$ cat src/rtl/mem_arb_pkg.sv
// mem_arb_pkg: shared types and byte-to-word address helper for systolic_mem_arbiter.
//   req_id_t : requester identity carried with each in-flight read
//   tag_t    : {valid, id} entry of the read-return tag pipe
//   byte_to_word : byte address to memory-word address (before truncation to AW)
package mem_arb_pkg;

    typedef enum logic [1:0] {REQ_NONE, REQ_W, REQ_X, REQ_WR} req_id_t;

    typedef struct packed {
        logic    valid;
        req_id_t id;
    } tag_t;

    function automatic logic [31:0] byte_to_word(input logic [31:0] addr, input int unsigned sh);
        return addr >> sh;
    endfunction

endpackage

$ cat src/rtl/mem_arb_tag_pipe.sv
// mem_arb_tag_pipe: LAT-deep shift register of read tags, matching the SRAM read latency.
//   clk, srstn : clock, asynchronous active-low reset (clears every stage)
//   tag_i      : tag issued with this cycle's grant
//   tag_o      : tag leaving the last stage, aligned with sram_rdata
module mem_arb_tag_pipe
    import mem_arb_pkg::*;
#(
    parameter int LAT = 1
) (
    input  logic clk,
    input  logic srstn,
    input  tag_t tag_i,
    output tag_t tag_o
);

    tag_t pipe_q [LAT];

    always_ff @(posedge clk or negedge srstn) begin
        if (!srstn) begin
            for (int i = 0; i < LAT; i++) pipe_q[i] <= '0;
        end else begin
            pipe_q[0] <= tag_i;
            for (int i = 1; i < LAT; i++) pipe_q[i] <= pipe_q[i-1];
        end
    end

    assign tag_o = pipe_q[LAT-1];

endmodule

$ cat src/rtl/systolic_mem_arbiter.sv
// systolic_mem_arbiter: shares one single-port SRAM between W reads, X reads and result writes.
//   clk, srstn                         : clock, asynchronous active-low reset
//   mem_read_w/w_addr -> w_gnt/w_rvalid/w_rdata : W read stream
//   mem_read_x/x_addr -> x_gnt/x_rvalid/x_rdata : X read stream
//   mem_write/mem_write_addr/mem_wdata -> wr_gnt : write stream
//   sram_en/sram_we/sram_addr/sram_wdata, sram_rdata : physical SRAM port
// Optional MEM_ARB_STATS_EN adds saturating 32-bit counters stat_w_cnt, stat_x_cnt,
// stat_wr_cnt (grants) and stat_stall_cnt (cycles with an ungranted request).
module systolic_mem_arbiter
    import mem_arb_pkg::*;
#(
    parameter  int DATA_WIDTH   = 32,
    parameter  int ARRAY_ROWS   = 4,
    parameter  int MEM_DEPTH    = 64,
    parameter  int MEM_LAT      = 1,
    parameter  int STARVE_LIMIT = 8,
    localparam int WW           = DATA_WIDTH * ARRAY_ROWS,
    localparam int AW           = $clog2(MEM_DEPTH)
) (
    input  logic          clk,
    input  logic          srstn,
    input  logic          mem_read_w,
    input  logic [31:0]   w_addr,
    output logic          w_gnt,
    output logic          w_rvalid,
    output logic [WW-1:0] w_rdata,
    input  logic          mem_read_x,
    input  logic [31:0]   x_addr,
    output logic          x_gnt,
    output logic          x_rvalid,
    output logic [WW-1:0] x_rdata,
    input  logic          mem_write,
    input  logic [31:0]   mem_write_addr,
    input  logic [WW-1:0] mem_wdata,
    output logic          wr_gnt,
    output logic          sram_en,
    output logic          sram_we,
    output logic [AW-1:0] sram_addr,
    output logic [WW-1:0] sram_wdata,
    input  logic [WW-1:0] sram_rdata
`ifdef MEM_ARB_STATS_EN
    ,
    output logic [31:0]   stat_w_cnt,
    output logic [31:0]   stat_x_cnt,
    output logic [31:0]   stat_wr_cnt,
    output logic [31:0]   stat_stall_cnt
`endif
);

    localparam int SH  = $clog2(WW / 8);
    localparam int AGW = ($clog2(STARVE_LIMIT + 1) > 4) ? $clog2(STARVE_LIMIT + 1) : 4;
    localparam logic [AGW-1:0] LIM = AGW'(STARVE_LIMIT);

    logic [AGW-1:0] w_age_q, w_age_d, x_age_q, x_age_d;
    logic           rr_ptr_q, rr_ptr_d;
    logic           w_req, x_req, wr_req, w_st, x_st, any_st;
    logic [31:0]    sel_addr;
    tag_t           tag_in, tag_out;

    always_comb begin
        // Requests are masked during reset so every output reads zero.
        w_req  = mem_read_w & srstn;
        x_req  = mem_read_x & srstn;
        wr_req = mem_write & srstn;
        w_st   = w_req && (w_age_q >= LIM);
        x_st   = x_req && (x_age_q >= LIM);
        any_st = w_st | x_st;
        // rr_ptr_q: 0 prefers W, 1 prefers X. A starved reader outranks the write.
        w_gnt  = any_st ? (w_st && (!x_st || !rr_ptr_q))
                        : (!wr_req && w_req && (!x_req || !rr_ptr_q));
        x_gnt  = any_st ? (x_st && !w_gnt) : (!wr_req && x_req && !w_gnt);
        wr_gnt = wr_req && !any_st;
        sram_en    = w_gnt | x_gnt | wr_gnt;
        sram_we    = wr_gnt;
        sel_addr   = wr_gnt ? mem_write_addr : w_gnt ? w_addr : x_gnt ? x_addr : '0;
        sram_addr  = AW'(byte_to_word(sel_addr, SH));
        sram_wdata = wr_gnt ? mem_wdata : '0;
        w_rdata    = srstn ? sram_rdata : '0;
        x_rdata    = srstn ? sram_rdata : '0;
        w_age_d  = (!w_req || w_gnt) ? '0 : (&w_age_q ? w_age_q : w_age_q + 1'b1);
        x_age_d  = (!x_req || x_gnt) ? '0 : (&x_age_q ? x_age_q : x_age_q + 1'b1);
        // Point at the reader that did not just get served.
        rr_ptr_d = w_gnt ? 1'b1 : x_gnt ? 1'b0 : rr_ptr_q;
        tag_in.valid = w_gnt | x_gnt;
        tag_in.id    = w_gnt ? REQ_W : x_gnt ? REQ_X : REQ_NONE;
    end

    always_ff @(posedge clk or negedge srstn) begin
        if (!srstn) begin
            w_age_q  <= '0;
            x_age_q  <= '0;
            rr_ptr_q <= 1'b0;
        end else begin
            w_age_q  <= w_age_d;
            x_age_q  <= x_age_d;
            rr_ptr_q <= rr_ptr_d;
        end
    end

    mem_arb_tag_pipe #(.LAT(MEM_LAT)) u_tag_pipe (
        .clk   (clk),
        .srstn (srstn),
        .tag_i (tag_in),
        .tag_o (tag_out)
    );

    assign w_rvalid = tag_out.valid && (tag_out.id == REQ_W);
    assign x_rvalid = tag_out.valid && (tag_out.id == REQ_X);

`ifdef MEM_ARB_STATS_EN
    logic [31:0] st_w_q, st_x_q, st_wr_q, st_stall_q;
    logic        stall;

    assign stall = (w_req & ~w_gnt) | (x_req & ~x_gnt) | (wr_req & ~wr_gnt);

    always_ff @(posedge clk or negedge srstn) begin
        if (!srstn) begin
            st_w_q     <= '0;
            st_x_q     <= '0;
            st_wr_q    <= '0;
            st_stall_q <= '0;
        end else begin
            st_w_q     <= st_w_q     + {31'b0, w_gnt  & ~&st_w_q};
            st_x_q     <= st_x_q     + {31'b0, x_gnt  & ~&st_x_q};
            st_wr_q    <= st_wr_q    + {31'b0, wr_gnt & ~&st_wr_q};
            st_stall_q <= st_stall_q + {31'b0, stall  & ~&st_stall_q};
        end
    end

    assign stat_w_cnt     = st_w_q;
    assign stat_x_cnt     = st_x_q;
    assign stat_wr_cnt    = st_wr_q;
    assign stat_stall_cnt = st_stall_q;
`endif

endmodule

$ cat config.mk
export PLATFORM = sky130hd
export DESIGN_NAME = systolic_mem_arbiter
export DESIGN_NICKNAME = d
export VERILOG_FILES = /design/src/rtl/mem_arb_pkg.sv /design/src/rtl/mem_arb_tag_pipe.sv /design/src/rtl/systolic_mem_arbiter.sv
export SDC_FILE = /design/constraint.sdc
export NUM_CORES = 1
export LEC_CHECK = 0
export CORE_AREA = 5 5 289 291
export CTS_BUF_LIST = sky130_fd_sc_hd__clkbuf_4
export CTS_CLUSTER_DIAMETER = 30
export CTS_CLUSTER_SIZE = 16
export DETAILED_ROUTE_END_ITERATION = 16
export DIE_AREA = 0 0 294 296
export PLACE_DENSITY = 0.3
export SKIP_CTS_REPAIR_TIMING = 1
export SYNTH_ARGS = -nofsm -noshare
export SYNTH_HDL_FRONTEND = slang
export SYNTH_HIERARCHICAL = 1
export SYNTH_SLANG_ARGS = --single-unit
$ cat constraint.sdc
create_clock -name clk -period 5.1 [get_ports clk]
set_input_delay 1.02 -clock clk [delete_from_list [all_inputs] [get_ports clk]]
set_output_delay 1.02 -clock clk [all_outputs]
set_load 0.02 [all_outputs]
==> summary.md, run 1 <==
| Metric | Value |
|---|---|
| Outcome | finished clean |
| Arrival @ worst endpoint | 3.42 ns |
| MaxCap Viol Count | 0 |
| Nets | 1385 |
| CP Data Required Time | 4.08 ns |
| Non-Filler Instances | 2085 |
| Hold_sp | rr_ptr_q |
| IO Port Bufs | 675 |
| Die Wd | 294 µm |
| Sequential fraction of the synthesis area | 8.32% |
| Tot Pwr | 1.07 mW |
| Antenna Nets Post-Route | 0 |
| Final GP Congestion | 0.872 |
| First-pass GRT wire length | 47300 µm |
| Gr usage total | 7.80% |
| Grt ovf | 0 |
| CP max FO | 116 |
| Commonest non-fill, non-tap cells in the layout | clkdlybuf4s50_1, and2_1, nor2_1, dfrtp_1, a221o_1 |
| DR vias | 5223 |
| WHS Endpoint | rr_ptr_q |
| Drt drc | 0 |
| CTS Buf Count | 3 |
| Mean Syn Cell Area | 7.22 µm² |
| Fin crit share | 87.1% |
| Clock Tree Buf Depth | 2 |
| Slew @ Worst Pin | 0.530 ns |
| Die H | 296 µm |
| Num rows | 104 |
| Die Footprint | 0.0870 mm² |
| Dpl cell area | 0.0106 mm² |
| Number of cells in the design after placement | 2079 |
| Post-Synthesis Cells | 500 |
| CP Capture Type | output port |
| Mapped Area | 0.00361 mm² |
| CTS tree | yes |
| Clock-pin slew on the worst setup and hold paths | 0.06 ns |
| Hold Fails Final Rpt | 0 |
| Yosys reg bits | 12 |
| Syn_nets | 861 |
| Wirelength per Cell | 18.1 µm |
| Starting Density | 4.50% |
| Fin. max-slew vios | 0 |
| DR iter-0 viols | 83 |
| DR vias/cell | 2.51 |
| Slew HR | 64.5% |
| DP HPWL | 34800 µm |
| RSZ-0062 raised after global routing | false |
| FF-to-FF End | rr_ptr_q |
| Cell depth of the worst min-delay path | 1 |
| Area Overhead vs Synth | 193% |
| First-pass DRT Iterations | 4 |
| Setup CP Type | in -> out |
| Worst-skew pair later-pin latency | 0.27 ns |
| Clock sink count | 12 |
| Share of layout cells above drive strength 1 | 1.66% |
| Min-Delay Path Class | reg -> reg |
| Detailed Route WL | 37800 µm |
| Worst VDD drop | 37.5 µV |
| LEAKAGE | 3.64 nW |
| Max Freq | 225 MHz |
| Crit path time final | 4.44 ns |
| Clock Tree Root | clkbuf_4 |
| Clock H-tree levels | 1 |
| Final setup vio count | 0 |
| Antenna violations before repair | 17 |
| Reg2Reg Depth | 5 |
| # IOs | 754 |
| Setup Skew | 0.0113 ns |
| Worst setup SP type | primary input |
| Final setup TNS | 0 ns |
| Vias in the first global route | 5746 |
| Post-route cell area | 0.0106 mm² |
| Pin count of the biggest net entering global routing | 122 |
| Library cells used by synthesis | 33 |
| FF-to-FF setup slack | 3.40 ns |
| CORE AREA | 0.0803 mm² |
| FF-to-FF Start | x_age_q[3] |
| Commonest non-fill, non-tap cell in the layout | clkdlybuf4s50_1 |
| Synth warnings | 6 |
| Pwr Density | 101 mW/mm² |
[synthesized netlist by cell type]
| library cell | instances | area, µm² |
|---|---|---|
| a31oi_1 | 3 | 18.8 |
| clkbuf_1 | 16 | 60.1 |
| or2_1 | 1 | 6.26 |
| nand2_1 | 5 | 18.8 |
| o21a_1 | 1 | 7.51 |
| a21boi_4 | 1 | 18.8 |
| buf_6 | 12 | 135 |
| a221o_1 | 6 | 60.1 |
| a221oi_4 | 1 | 26.3 |
| buf_4 | 132 | 991 |
| and3b_1 | 1 | 8.76 |
| a211oi_1 | 1 | 7.51 |
| mux2i_1 | 2 | 20.0 |
| nor2_2 | 1 | 6.26 |
| xnor2_1 | 2 | 17.5 |
| a21oi_1 | 1 | 5.00 |
| or2_2 | 1 | 6.26 |
| and2_1 | 262 | 1640 |
| o21ai_0 | 1 | 5.00 |
| ha_1 | 4 | 50.1 |
| nor3_1 | 4 | 20.0 |
| buf_2 | 1 | 5.00 |
| nor2_1 | 12 | 45.0 |
| o32ai_4 | 1 | 27.5 |
| a21o_1 | 1 | 7.51 |
| nor3b_1 | 1 | 7.51 |
| inv_1 | 5 | 18.8 |
| a31oi_4 | 1 | 21.3 |
| o211ai_1 | 1 | 7.51 |
| nand3_1 | 5 | 25.0 |
| o211ai_2 | 1 | 12.5 |
| inv_2 | 1 | 3.75 |
| dfrtp_1 | 12 | 300 |
[state kept, by name, indices dropped and copies added (netlist names)]
name and count:
rr_ptr_q 1, u_tag_pipe/tag_o 3, x_age_q 4, w_age_q 4
[critical path: stages]
cell,delay (ns)
clkdlybuf4s50_1,0.59
a221oi_4,0.39
buf_12,0.29
and2_1,0.30
clkdlybuf4s50_1,0.64
[worst max-delay path by stage]
stage          cells past startpoint        endpoint  slack [ns]  startpoint
2_1_floorplan                      5  sram_wdata[18]        1.96  mem_read_w
3_3_place_gp                       6    sram_addr[5]        0.61  mem_read_w
3_5_place_dp                       6    sram_addr[5]        0.60  mem_read_w
4_1_cts                            6    sram_addr[5]        0.60  mem_read_w
5_1_grt                            6    sram_addr[1]        0.52  mem_read_w
6_report                           5  sram_wdata[76]        0.66  mem_read_w
[cell type report]
| type | count | area [µm²] |
|---|---|---|
| inverters | 6 | 22.5 |
| diodes | 3 | 7.51 |
| well taps | 1060 | 1330 |
| flip-flops and latches | 12 | 300 |
| multi-input cells | 321 | 2100 |
| clock buffers | 3 | 22.5 |
| repair buffers | 680 | 6820 |
| fillers | 9171 | 69700 |
[metrics by stage]
step           hold slack [ns]  setup WS, ns  utilization (%)
6_report                 0.605         0.659             13.2
5_1_grt                  0.633         0.525             13.2
4_1_cts                  0.613         0.600             13.2
3_5_place_dp             0.594         0.601             13.2
3_3_place_gp             0.591         0.614             13.2
2_1_floorplan            0.554          1.96                -
[routing by layer]
metal,GRT usage (%),vias to the layer above,wire (µm)
met4,0.689,24,369
met5,0,-,150
li1,-,2456,-
met1,7.27,2280,12900
met2,15.4,423,20000
met3,4.41,40,4340
[kinds of logic (layout without fill, tap and decap cells)]
logic type	after synthesis	in the layout	synth area share, %
AND/OR/NAND/NOR	293	293	49.4
buffers and inverters	167	689	33.6
AO/OA/AOI/OAI	20	20	6.24
flip-flops	12	12	8.32
adder cells (fa/ha/maj)	4	4	1.39
XOR/XNOR	2	2	0.485
multiplexers	2	2	0.555
other	0	3	0
[where the power goes]
part | internal, mW | switching (mW)
logic | 0.490 | 0.417
registers | 0.0990 | 0.00480
clock network | 0.0272 | 0.0294
No activity file was read; power rests on OpenSTA's default activity.
==> run 2: changes to the inputs <==
--- a/config.mk
+++ b/config.mk
@@ -11,6 +11,7 @@
 export CTS_CLUSTER_SIZE = 16
 export DETAILED_ROUTE_END_ITERATION = 16
 export DIE_AREA = 0 0 294 296
+export GPL_TIMING_DRIVEN = 0
 export PLACE_DENSITY = 0.3
 export SKIP_CTS_REPAIR_TIMING = 1
 export SYNTH_ARGS = -nofsm -noshare
==> summary.md, run 2 (synthesis gave the netlist of run 1 again) <==
| Metric | Value |
|---|---|
| Outcome | finished clean |
| Clock-pin slew on the worst setup and hold paths | 0.07 ns |
| Slowest CP cell | clkdlybuf4s50_1 |
| Detailed Route WL | 40600 µm |
| Gr usage total | 8.54% |
| Grt ovf | 0 |
| Fin crit share | 90.3% |
| DR vias | 5818 |
| Clock sink count | 12 |
| Share of layout cells above drive strength 1 | 13.4% |
| Pin count of the biggest net entering global routing | 14 |
| Slew @ Worst Pin | 0.599 ns |
| Commonest non-fill, non-tap cells in the layout | clkdlybuf4s50_1, and2_1, buf_4 |
| Die Footprint | 0.0870 mm² |
| Die H | 296 µm |
| Min-Delay Path Class | reg -> reg |
| Setup Skew | 0.00381 ns |
| CP Capture Type | output port |
| RSZ-0062 raised after global routing | false |
| Area Overhead vs Synth | 225% |
| Arrival @ worst endpoint | 3.58 ns |
| CORE AREA | 0.0803 mm² |
| Final GP Congestion | 0.883 |
| DP HPWL | 38000 µm |
| Crit path time final | 4.60 ns |
| Pwr Density | 99.1 mW/mm² |
| Final setup vio count | 0 |
| IO Port Bufs | 674 |
| Hold Fails Final Rpt | 0 |
| CP top delay family | buffers and inverters |
| DR vias/cell | 2.60 |
| Num rows | 104 |
| CTS Buf Count | 3 |
| CTS tree | yes |
| Wirelength per Cell | 18.1 µm |
| # IOs | 754 |
| Antenna violations before repair | 18 |
| Worst setup margin | 0.497 ns |
| Setup CP Type | in -> out |
| Worst setup SP type | primary input |
| Dpl cell area | 0.0117 mm² |
| DP Worst Slack | -0.772 ns |
| Clock H-tree levels | 1 |
| Vias in the first global route | 6525 |
| WHS | 0.590 ns |
| LEAKAGE | 4.38 nW |
| Antenna Nets Post-Route | 0 |
| Tot Pwr | 1.16 mW |
| Worst-skew pair later-pin latency | 0.26 ns |
| DR iter-0 viols | 101 |
| Die Wd | 294 µm |
| Clock Tree Buf Depth | 2 |
| MaxCap Viol Count | 0 |
| Commonest non-fill, non-tap cell in the layout | clkdlybuf4s50_1 |
| First-pass GRT wire length | 52500 µm |
| Critical path buffer and inverter count | 6 |
| Fin util | 14.6% |
| Largest stage delay, worst path | 0.69 ns |
| Post-route cell area | 0.0117 mm² |
| Nets | 1540 |
| Clock Tree Root | clkbuf_4 |
| Starting Density | 4.50% |
| First-pass DRT Iterations | 4 |
| CP Data Required Time | 4.08 ns |
| CP max FO | 13 |
| Worst VDD drop | 41.3 µV |
| Slew HR | 60.1% |
| Max Freq | 217 MHz |
| Worst path cell trace | clkbuf_2 > buf_4 > clkbuf_2 > clkbuf_1 > and2_1 > buf_4 > clkdlybuf4s50_1 |
| Drt drc | 0 |
| Fin. max-slew vios | 0 |
[run 2: final timing paths]
path	start	cells after the start	slack [ns]	to
hold reg to reg	w_age_q[3]	2	0.59	w_age_q[3]
hold / removal	w_age_q[3]	2	0.59	w_age_q[3]
min in group asynchronous	srstn	1	0.65	x_age_q[1]
setup / recovery	srstn	7	0.50	x_rdata[59]
setup reg to reg	w_age_q[3]	5	3.65	w_age_q[2]
max in group asynchronous	srstn	1	4.18	u_tag_pipe/tag_o[2]
[run 2: layout make-up]
type	instances	area (µm²)
fill	9167	68600
multi-input combinational	321	2100
timing repair buffer	674	6740
tap	1060	1330
sequential	12	300
clock buffer	3	22.5
buffer	161	1190
inverter	6	22.5
antenna	5	12.5
[run 2: per-layer routing]
metal / vias up / global-route usage, % / share of wire, %
li1: 2782 / - / -
met1: 2568 / 7.99 / 33
met2: 416 / 17.3 / 54
met3: 28 / 4.49 / 12
met4: 24 / 0.276 / 0.18
met5: - / 0 / 0.37
[run 2: through the flow]
| step | instances | TNS, ns |
|---|---|---|
| after floorplan | 500 | 0 |
| after global placement | 2234 | -99.30 |
| after detailed placement | 2234 | -103.95 |
| after CTS | 2237 | -105.64 |
| after global routing | 2238 | 0 |
| final | 2242 | 0 |
[run 2: worst reg2reg max path, stage by stage (launching register included)]
cell and delay (ns):
dfrtp_1 0.37, buf_6 0.14, a21boi_4 0.15, o32ai_4 0.25, nand3_1 0.21, nor3_1 0.24
[run 2: power breakdown]
group / switching [mW] / internal (mW) / total (mW)
Clock: 0.0287 / 0.0273 / 0.0559
Sequential: 0.00468 / 0.0990 / 0.104
Combinational: 0.444 / 0.558 / 1.00
==> run 3: changes to the inputs <==
--- a/config.mk
+++ b/config.mk
@@ -5,6 +5,8 @@
 export SDC_FILE = /design/constraint.sdc
 export NUM_CORES = 1
 export LEC_CHECK = 0
+export CELL_PAD_IN_SITES_DETAIL_PLACEMENT = 1
+export CELL_PAD_IN_SITES_GLOBAL_PLACEMENT = 1
 export CORE_AREA = 5 5 289 291
 export CTS_BUF_LIST = sky130_fd_sc_hd__clkbuf_4
 export CTS_CLUSTER_DIAMETER = 30
@@ -12,7 +14,7 @@
 export DETAILED_ROUTE_END_ITERATION = 16
 export DIE_AREA = 0 0 294 296
 export GPL_TIMING_DRIVEN = 0
-export PLACE_DENSITY = 0.3
+export PLACE_DENSITY = 0.4
 export SKIP_CTS_REPAIR_TIMING = 1
 export SYNTH_ARGS = -nofsm -noshare
 export SYNTH_HDL_FRONTEND = slang
==> summary.md, run 3 (synthesis gave the netlist of run 1 again) <==
| Metric | Value |
|---|---|
| IO Port Bufs | 674 |
| Setup Skew | 0.00690 ns |
| Worst VDD drop | 51.6 µV |
| Nets | 1540 |
| CTS Buf Count | 3 |
| Clock Tree Buf Depth | 2 |
| Crit path capture | sram_wdata[6] |
| Slew @ Worst Pin | 0.920 ns |
| Die Wd | 294 µm |
| Drt drc | 0 |
| Switching part of the total | 42.2% |
| CP Capture Type | output port |
| FF-to-FF End | u_tag_pipe/tag_o[2] |
| Dpl cell area | 0.0117 mm² |
| Commonest non-fill, non-tap cells in the layout | clkdlybuf4s50_1, and2_1, buf_4 |
| Seq pwr share | 8.8% |
| LEAKAGE | 4.38 nW |
| Global routing's busiest layer | met2 |
| Clock sink count | 12 |
| Largest stage delay, worst path | 0.77 ns |
| Final GP Congestion | 0.908 |
| DP HPWL | 45100 µm |
| Detailed Route WL | 48100 µm |
| Min-Delay Path Class | reg -> reg |
| Hold Fails Final Rpt | 0 |
| GR Layer Usage met3 | 5.03% |
| Hold_sp | w_age_q[3] |
| Vias in the first global route | 6831 |
| Pin count of the biggest net entering global routing | 14 |
| Max Freq | 210 MHz |
| Worst-skew pair later-pin latency | 0.26 ns |
| Commonest non-fill, non-tap cell in the layout | clkdlybuf4s50_1 |
| Antenna violations before repair | 19 |
| DR vias/cell | 2.65 |
| Post-route cell area | 0.0117 mm² |
| M1 GR Usage | 10.1% |
| Logic pwr share | 86.5% |
| Slowest CP cell | clkdlybuf4s50_1 |
| FF-to-FF Start | x_age_q[3] |
| WHS | 0.590 ns |
| Sw Pwr | 500 µW |
| First-pass DRT Iterations | 4 |
| CORE AREA | 0.0803 mm² |
| Reg2Reg Depth | 4 |
| Gr usage total | 10.2% |
| CP Data Required Time | 4.08 ns |
| Setup CP Type | in -> out |
| Grt ovf | 0 |
| RSZ-0062 raised after global routing | false |
| Fillers | 9505 |
| Die Footprint | 0.0870 mm² |
| Die H | 296 µm |
| MaxCap Viol Count | 0 |
| Worst path cell trace | clkbuf_2 > buf_4 > nand2_1 > a221oi_4 > clkbuf_1 > and2_1 > clkdlybuf4s50_1 |
| Arrival @ worst endpoint | 3.73 ns |
| Internal power | 685 µW |
| Clock share of power | 4.7% |
| DR iter-0 viols | 101 |
| Number of cells in the design after placement | 2234 |
| DR vias | 5963 |
| Multi-input logic area | 0.00210 mm² |
| Worst setup SP type | primary input |
| Clock H-tree levels | 1 |
| First-pass GRT wire length | 61200 µm |
| CTS tree | yes |
| Outcome | finished clean |
| M2 GR Usage | 19.0% |
| Crit path launch | srstn |
| Antenna Nets Post-Route | 0 |
| Non-Filler Instances | 2247 |
| Fin. max-slew vios | 0 |
| Fin crit share | 93.2% |
| Area Overhead vs Synth | 225% |
| Starting Density | 4.50% |
| FF+latch area | 300 µm² |
| Tot Pwr | 1.18 mW |
| Clock Tree Root | clkbuf_4 |
| Share of layout cells above drive strength 1 | 13.5% |
| Slew HR | 38.6% |
| Num rows | 104 |
| DP Worst Slack | -1.15 ns |
| CP max FO | 13 |
| Final setup vio count | 0 |
| Worst setup margin | 0.346 ns |
| FF-to-FF setup slack | 3.41 ns |
| Clock-pin slew on the worst setup and hold paths | 0.08 ns |
| Pwr Density | 101 mW/mm² |
| Wirelength per Cell | 21.4 µm |
| Crit path time final | 4.75 ns |
| # IOs | 754 |
run 3: changes by cell type in the layout (fill, tap and decap cells not counted), sizes merged:
| cell | previous run | this run |
|---|---|---|
| diode | 5 | 10 |
run 3: stage by stage:
step / setup TNS [ns] / utilization, %
floorplan: 0 / -
global placement: -110.14 / 14.6
detailed placement: -126.29 / 14.6
CTS: -128.64 / 14.6
global route: 0 / 14.6
finish: 0 / 14.6
run 3: power by group through the flow:
stage                     sequential, mW  combinational (mW)  clock, mW
final                              0.104                1.02     0.0562
after detailed placement           0.106                1.05          0
after CTS                          0.104                1.06     0.0602
after floorplan                    0.105               0.403          0
after global placement             0.106                1.05          0
after global routing               0.105                1.09     0.0672
run 3: layer usage:
layer  routed length, µm  up-vias  share of wire, %
met2               24200      428                50
met3                5250       50                11
met5                 107        -              0.22
met1               17100     2691                36
li1                    -     2776                 -
met4                1410       18               2.9
run 3: final cells by class:
| type | count | share of cell area [%] |
|---|---|---|
| Multi-Input combinational cell | 321 | 17.9 |
| Buffer | 161 | 10.2 |
| Antenna cell | 10 | 0.213 |
| Clock buffer | 3 | 0.192 |
| Inverter | 6 | 0.192 |
| Sequential cell | 12 | 2.56 |
| Timing Repair Buffer | 674 | 57.5 |
| Tap cell | 1060 | 11.3 |
run 3: how the worst min path moves through the flow:
stage | to | slack [ns] | cells past startpoint
after floorplan | rr_ptr_q | 0.55 | 1
after global placement | w_age_q[3] | 0.58 | 2
after detailed placement | w_age_q[3] | 0.59 | 2
after CTS | w_age_q[3] | 0.60 | 2
after global routing | w_age_q[3] | 0.62 | 2
final | w_age_q[3] | 0.59 | 2
run 3: worst max-delay path, delay by kind of cell:
family,cells,cell delay (ns)
simple gates,2,0.43
compound gates,1,0.45
buf+inv,4,1.81
